<file path="config.mk">
export PLATFORM = sky130hd
export DESIGN_NAME = mvu_pe_acc_stream
export DESIGN_NICKNAME = d
export VERILOG_FILES = /design/src/rtl/mvu_pe_acc_stream.sv
export SDC_FILE = /design/constraint.sdc
export NUM_CORES = 1
export LEC_CHECK = 0
export ABC_AREA = 1
export ABC_CLOCK_PERIOD_IN_PS = 4900
export BUFFER_PORTS_ARGS = -buffer_cell sky130_fd_sc_hd__buf_2
export CORE_ASPECT_RATIO = 1.75
export CORE_MARGIN = 5
export CORE_UTILIZATION = 25
export CTS_CLUSTER_DIAMETER = 200
export DETAILED_ROUTE_END_ITERATION = 10
export SLEW_MARGIN = 15
export SYNTH_ARGS = -nofsm -noshare
export SYNTH_HDL_FRONTEND = slang
export SYNTH_SLANG_ARGS = --single-unit
</file>
<file path="constraint.sdc">
create_clock -name aclk -period 4.9 [get_ports aclk]
set_input_delay 1.47 -clock aclk [delete_from_list [all_inputs] [get_ports aclk]]
set_output_delay 1.47 -clock aclk [all_outputs]
set_load 0.01 [all_outputs]
</file>
<file path="src/rtl/mvu_pe_acc_stream.sv">
// Streaming dot-product accumulator behind the PE adder tree: folds SF adder-tree
// sums into one registered result with a valid/ready output handshake.
module mvu_pe_acc_stream #(
    parameter int TDstI  = 16,
    parameter int TDstO  = 24,
    parameter int SF     = 8,
    parameter int OP_SGN = 1
) (
    input  logic             aclk,
    input  logic             areset,
    input  logic [TDstI-1:0] in_add,
    input  logic             in_v,
    output logic             in_rdy,
    output logic [TDstO-1:0] out_acc,
    output logic             out_v,
    input  logic             out_rdy
);

    localparam int CW = (SF > 1) ? $clog2(SF) : 1;
    localparam logic [CW-1:0] CNT_LAST = CW'(SF - 1);

    logic [TDstO-1:0] acc_q, acc_d;
    logic [CW-1:0]    cnt_q, cnt_d;
    logic [TDstO-1:0] out_acc_q, out_acc_d;
    logic             out_v_q, out_v_d;

    logic [TDstO-1:0] ext_w;
    logic [TDstO-1:0] sum_w;
    logic             last_w;
    logic             accept_w;

    always_comb begin
        if (OP_SGN != 0) ext_w = TDstO'($signed(in_add));
        else             ext_w = TDstO'(in_add);
    end

    // The first fold restarts the sum, so a stale acc never leaks into a new row.
    assign sum_w    = (cnt_q == '0) ? ext_w : acc_q + ext_w;
    assign last_w   = (cnt_q == CNT_LAST);
    assign in_rdy   = !last_w || !out_v_q || out_rdy;
    assign accept_w = in_v && in_rdy;

    always_comb begin
        acc_d     = acc_q;
        cnt_d     = cnt_q;
        out_acc_d = out_acc_q;
        out_v_d   = out_v_q;
        if (out_v_q && out_rdy) out_v_d = 1'b0;
        if (accept_w) begin
            acc_d = sum_w;
            if (last_w) begin
                out_acc_d = sum_w;
                out_v_d   = 1'b1;
                cnt_d     = '0;
            end else begin
                cnt_d = cnt_q + CW'(1);
            end
        end
    end

    always_ff @(posedge aclk) begin
        if (areset) begin
            acc_q     <= '0;
            cnt_q     <= '0;
            out_acc_q <= '0;
            out_v_q   <= 1'b0;
        end else begin
            acc_q     <= acc_d;
            cnt_q     <= cnt_d;
            out_acc_q <= out_acc_d;
            out_v_q   <= out_v_d;
        end
    end

    assign out_acc = out_acc_q;
    assign out_v   = out_v_q;

endmodule

</file>
==> results of run 1 <==
-- layout make-up --
cell class                 instances  area (um2)  area share
clock buffer                       5         125      0.0270
inverter                         135         507       0.109
multi-input combinational        480        2440       0.526
antenna                            1        2.50    0.000540
sequential                        52        1040       0.225
clock inverter                     3        46.3     0.00999
timing repair buffer              46         233      0.0502
tap                              192         240      0.0519
-- synth_stat cells, drive strengths merged --
master and instances:
nor3 4, inv 135, nand2 221, nand3b 7, o21a 15, clkbuf 6, xnor2 3, nand4 5
fa 1, nor2 75, buf 12, or2 4, o211ai 4, dfxtp 52, o21ai 26, o21bai 7
nand3 60, ha 26, and2 1, a21oi 21
-- per-layer routing --
metal | vias up | global-route usage | part of all wire
li1 | 2179 | - | -
met1 | 1828 | 0.120 | 0.33
met2 | 91 | 0.271 | 0.54
met3 | 54 | 0.0190 | 0.025
met4 | 0 | 0.127 | 0.11
met5 | - | 0 | 0
-- registers in the layout, indices dropped and copies added, names as in the netlist --
name	flops
out_acc	24
out_v	1
acc_q	24
cnt_q	3
-- metrics by stage --
step | instances | total power, mW
6_report | 914 | 1.30
5_1_grt | 914 | 1.39
4_1_cts | 913 | 1.31
3_5_place_dp | 905 | 0.894
3_3_place_gp | 905 | 0.892
2_1_floorplan | 685 | 0.772
-- worst reg2reg max path, cell delays in order, from the launching register on --
cell,delay [ns]
dfxtp_1,0.33
ha_1,0.20
ha_1,0.25
nand2_1,0.12
nand2_2,0.18
inv_2,0.59
nand2_4,0.20
inv_2,0.57
nand3_1,0.22
nand2_1,0.10
inv_1,0.04
-- report_power, final --
group	switching [mW]	internal (mW)
Sequential	0.0170	0.445
Clock	0.173	0.244
Combinational	0.287	0.135
Total	0.477	0.825
-- final timing paths --
kind | from | endpoint | cells after the start
worst min-delay path | out_acc[1] | out_acc[1] | 2
worst min register to register | out_acc[1] | out_acc[1] | 2
worst max register to register | cnt_q[0] | out_acc[21] | 10
worst max-delay path | out_rdy | in_rdy | 4
-- kinds of logic after synthesis --
logic type / after synthesis
and+or+nand+nor: 377
buffers and inverters: 153
AOI/OAI and AO/OA: 73
DFF: 52
adders and majority gates: 27
xor gates and xnor gates: 3
==> flow_summary.yaml, run 1 <==
global_route:
  grt.total_usage: 0.139
  antenna_found_initial: 1
  grt.overflow.total: 0
  grt_pass1_vias: 4086
  grt_max_degree: 42
  grt_pass1_wl_mm: 20.7
final_layout:
  area_growth_pct: 13.0
  post-route-util: 0.284
  final_net_count: 767
  layout_commonest_cell: "nand2_1"
  fillCellCount: 1863
  drive_gt1_frac: 0.115
  final_area_um2: 4630
  most-common-layout-cells: "nand2_1 (212), inv_1 (133), nor2_1 (68)"
detailed_routing:
  drt_pass1_iterations: 5
  wl_mm: 13.1
  antenna_left: 0
  vias: 4152
  vias_per_cell: 4.54
  dr.first_iter.drc_count: 205
  wire_per_inst_um: 14.3
  drc: 0
floorplan:
  core_um2: 16300
  ios: 46
  rows: 62
  die_w_um: 107
  start_util: 0.252
  dieArea_um2: 19200
  die_h_um: 179
cts:
  cts.repair.resized: 0
  insertion_delay_ns: 0.30
  max-clock-path-buffers: 2
  cts_setup_buffers: 0
  htreeDepth: 2
  cts.sinks: 52
  clk_pin_slew_ns: 0.07
  cts_tree: "done"
  cts_made_buffers: 5
  hold_buffers: 0
  cts-root-buf: "clkbuf_16"
placed_design:
  dp.final_hpwl_mm: 10.6
  port_buffers: 45
  dp_slack_ns: 1.22
  gp_congestion: 0.991
  placed_area_um2: 4460
yosys:
  yosysWarnings: 0
  synth_top_cell_by_area: "dfxtp_1"
  yosysSeqAreaShare: 0.254
  syn_avg_cell_area_um2: 5.98
  synthMuxAreaShare: 0
  netlist_area_um2: 4100
  synthAdderAreaFrac: 0.0843
  synth_top_family_by_area: "simple AND/OR/NAND/NOR gates"
  synthXorXnorAreaFrac: 0.00641
  ys_types: 30
  syn-num-nets: 732
  synthSimpleGateAreaFrac: 0.398
  netlist.area_leader.share: 0.254
  synthTopCellsByArea: "dfxtp_1 (25%), nand2_1 (19%), inv_1 (12%), ha_1 (7.9%), nand3_1 (6.4%)"
  syn_inst: 685
  synth_seq_cells: 52
  synth_compound_gate_area_share: 0.106
critical_path:
  crit_family: "buffers and inverters"
  cp.arrival_ns: 1.92
  setup.worst_path.class: "input pin to output pin"
  cpMaxStageDelayCell: "buf_2"
  cp.required_ns: 3.43
  worst_setup_path_start_kind: "input pin"
  critPathBufInv: 2
  crit_chain: "buf_2 -> nor2_1 -> nand2_1 -> buf_2"
  cpMostUsedCell: "buf_2"
  critical_path_peak_fanout: 2
  crit_path_max_incr_delay_ns: 0.15
  r2r_slack_ns: 2.00
  endpoint_kind: "output pin"
pwr:
  p_leak_nw: 2.72
  ir_worst_vdd_uv: 141
  power.density_nw_per_um2: 281
timing:
  fmax_mhz: 295
  worst_pin_slew_ns: 0.851
  hold_viol_final: 0
  fin_skew_ns: 0.00558
  rsz0062_at_grt: "false"
  period_share: 0.692
  setup-violations-final: 0
  period_needed_ns: 3.39
  maxSlewViolCount: 0
  finalSetupTns_ns: 0
  fin_ws_ns: 1.51
  slew_headroom: 0.432
  hold_ws_ns: 0.472
hold_path:
  hold_class: "register to register"
job:
  cap_violations: 0
run_status:
  outcome: "completed"
No activity file was read; power rests on OpenSTA's default activity.
==> run 2, diff against run 1 <==
- ABC_AREA: 1 -> 0
- ABC_CLOCK_PERIOD_IN_PS: 4900 -> 3400
- clock period: 4.9 -> 3.4 ns (I/O delays scaled with it)
==> flow_summary.yaml, run 2 <==
run_status:
  outcome: "completed"
final_layout:
  layout_commonest_cell: "nor2_1"
  fillCellCount: 1457
  diodes: 0
  final_net_count: 536
  fin_cells: 667
  most-common-layout-cells: "nor2_1 (72), dfxtp_1 (52), buf_2 (45), buf_4 (45), a211oi_1 (42)"
  area_growth_pct: 21.7
  drive_gt1_frac: 0.224
timing:
  period_share: 0.960
  hold_ws_ns: 0.496
  maxSlewViolCount: 0
  fin_skew_ns: 0.0128
  setup-violations-final: 0
  slew_headroom: 0.428
  finalSetupTns_ns: 0
  rsz0062_at_grt: "false"
  period_needed_ns: 3.26
  fmax_mhz: 306
  hold_viol_final: 0
  worst_pin_slew_ns: 0.857
pwr:
  ir_worst_vdd_uv: 177
  p_leak_nw: 1.91
  power.density_nw_per_um2: 407
  total_power_mw: 1.73
critical_path:
  worst_setup_path_start_kind: "input pin"
  endpoint_kind: "register"
  setup.worst_path.class: "input pin to register"
  cp.required_ns: 3.59
  cp.arrival_ns: 3.46
  critical_path_peak_fanout: 3
yosys:
  async_flop_share: 0
  synth_seq_cells: 52
  synthTopCellsByArea: "dfxtp_1 (30%), ha_1 (9.3%), a211oi_1 (9.0%), nor2_1 (7.8%), mux2i_1 (3.7%)"
  syn-num-nets: 468
  ys_types: 58
  synthTopCellsByCount: "nor2_1 (72), dfxtp_1 (52), a211oi_1 (42)"
  yosysSeqAreaShare: 0.299
  syn_avg_cell_area_um2: 8.28
  synth_top_cell_by_area: "dfxtp_1"
  syn_inst: 421
  synth_edf_count: 0
  yosysWarnings: 0
  yosysMostFrequentCell: "nor2_1"
  netlist_area_um2: 3490
  ys.flop_type: "dfxtp_1"
  netlist.area_leader.share: 0.299
global_route:
  grt_pass1_vias: 3455
  grt_max_degree: 43
  grt.total_usage: 0.125
  grt.overflow.total: 0
  antenna_found_initial: 0
  grt_pass1_wl_mm: 16.5
floorplan:
  die_w_um: 99.3
  start_util: 0.253
  die_h_um: 166
  dieArea_um2: 16500
  ios: 46
  core_um2: 13800
  rows: 57
job:
  cap_violations: 0
cts:
  htreeDepth: 2
  max-clock-path-buffers: 2
  cts_made_buffers: 5
  clk_pin_slew_ns: 0.07
  cts.sinks: 52
  insertion_delay_ns: 0.30
  cts_tree: "done"
  cts-root-buf: "clkbuf_16"
placed_design:
  gp_congestion: 0.865
  dp_cells: 659
  dp.final_hpwl_mm: 8.01
  port_buffers: 45
detailed_routing:
  drt_pass1_iterations: 4
  wire_per_inst_um: 15.5
  drc: 0
  vias_per_cell: 5.02
  wl_mm: 10.4
  dr.first_iter.drc_count: 141
  vias: 3346
  antenna_left: 0
hold_path:
  hold_class: "register to register"
[run 2: changes by cell type in the layout (fill, tap and decap cells not counted), moves of 11 or more]
cell / previous run / this run
nand2_1: 212 / 29
a21o_1: 0 / 11
mux2i_1: 0 / 13
a211oi_1: 0 / 42
o21a_1: 15 / 2
buf_4: 1 / 45
inv_1: 133 / 8
nand3_1: 52 / 2
[run 2: kinds of logic after synthesis]
kind of cell,count (synthesis),share of synthesized area
buffers and inverters,37,0.0588
AOI/OAI and AO/OA,132,0.275
DFF,52,0.299
adders and majority gates,27,0.0990
and+or+nand+nor,145,0.193
xor gates and xnor gates,14,0.0352
muxes,14,0.0405
[run 2: report_power, final]
part | internal (mW) | switching (mW) | leakage, nW
Clock | 0.275 | 0.240 | 0.0712
Sequential | 0.637 | 0.0195 | 0.425
Combinational | 0.249 | 0.306 | 1.41
[run 2: layout make-up]
| cell class | instances | area [um2] | share of cell area |
|---|---|---|---|
| clock buffers | 6 | 129 | 0.0304 |
| clock inverters | 2 | 13.8 | 0.00324 |
| inverters | 8 | 30.0 | 0.00708 |
| multi-input cells | 332 | 2240 | 0.529 |
| flip-flops and latches | 52 | 1040 | 0.245 |
| well taps | 177 | 221 | 0.0522 |
| repair buffers | 90 | 563 | 0.133 |
[run 2: timing repair]
item	in CTS	in global routing
gates resized for setup	0	3
endpoints found under the setup margin	0	7
hold buffers	0	0
buffers inserted	0	0
hold endpoints to repair	0	0
[run 2: path summary, 6_finish.rpt]
kind              start          to  slack [ns]  depth (start not counted)
max           in_add[1]   acc_q[19]        0.14                          9
min          out_acc[5]  out_acc[5]        0.50                          2
max reg2reg    acc_q[0]   acc_q[20]        0.62                         11
min reg2reg  out_acc[5]  out_acc[5]        0.50                          2
[run 2: per-layer routing]
| metal | up-vias | track usage | routed length (um) |
|---|---|---|---|
| met3 | 24 | 0.0168 | 251 |
| met4 | 0 | 0.0702 | 446 |
| met2 | 67 | 0.243 | 5750 |
| met5 | - | 0 | 0 |
| met1 | 1576 | 0.120 | 3910 |
| li1 | 1679 | - | - |
[run 2: worst max-delay path: stages]
cell,delay [ns]
buf_2,0.11
ha_1,0.31
a211o_1,0.33
a211o_1,0.34
a2111o_1,0.41
a41o_4,0.32
a31oi_4,0.19
mux2i_1,0.11
o31a_1,0.30
[run 2: stage by stage]
stage | setup slack, ns | utilization | area (um2)
after floorplan | 0.00982 | - | 3490
after global placement | -0.236 | 0.298 | 4100
after detailed placement | -0.277 | 0.298 | 4100
after CTS | 0.0297 | 0.308 | 4240
after global routing | 0.000475 | 0.308 | 4240
final | 0.135 | 0.308 | 4240
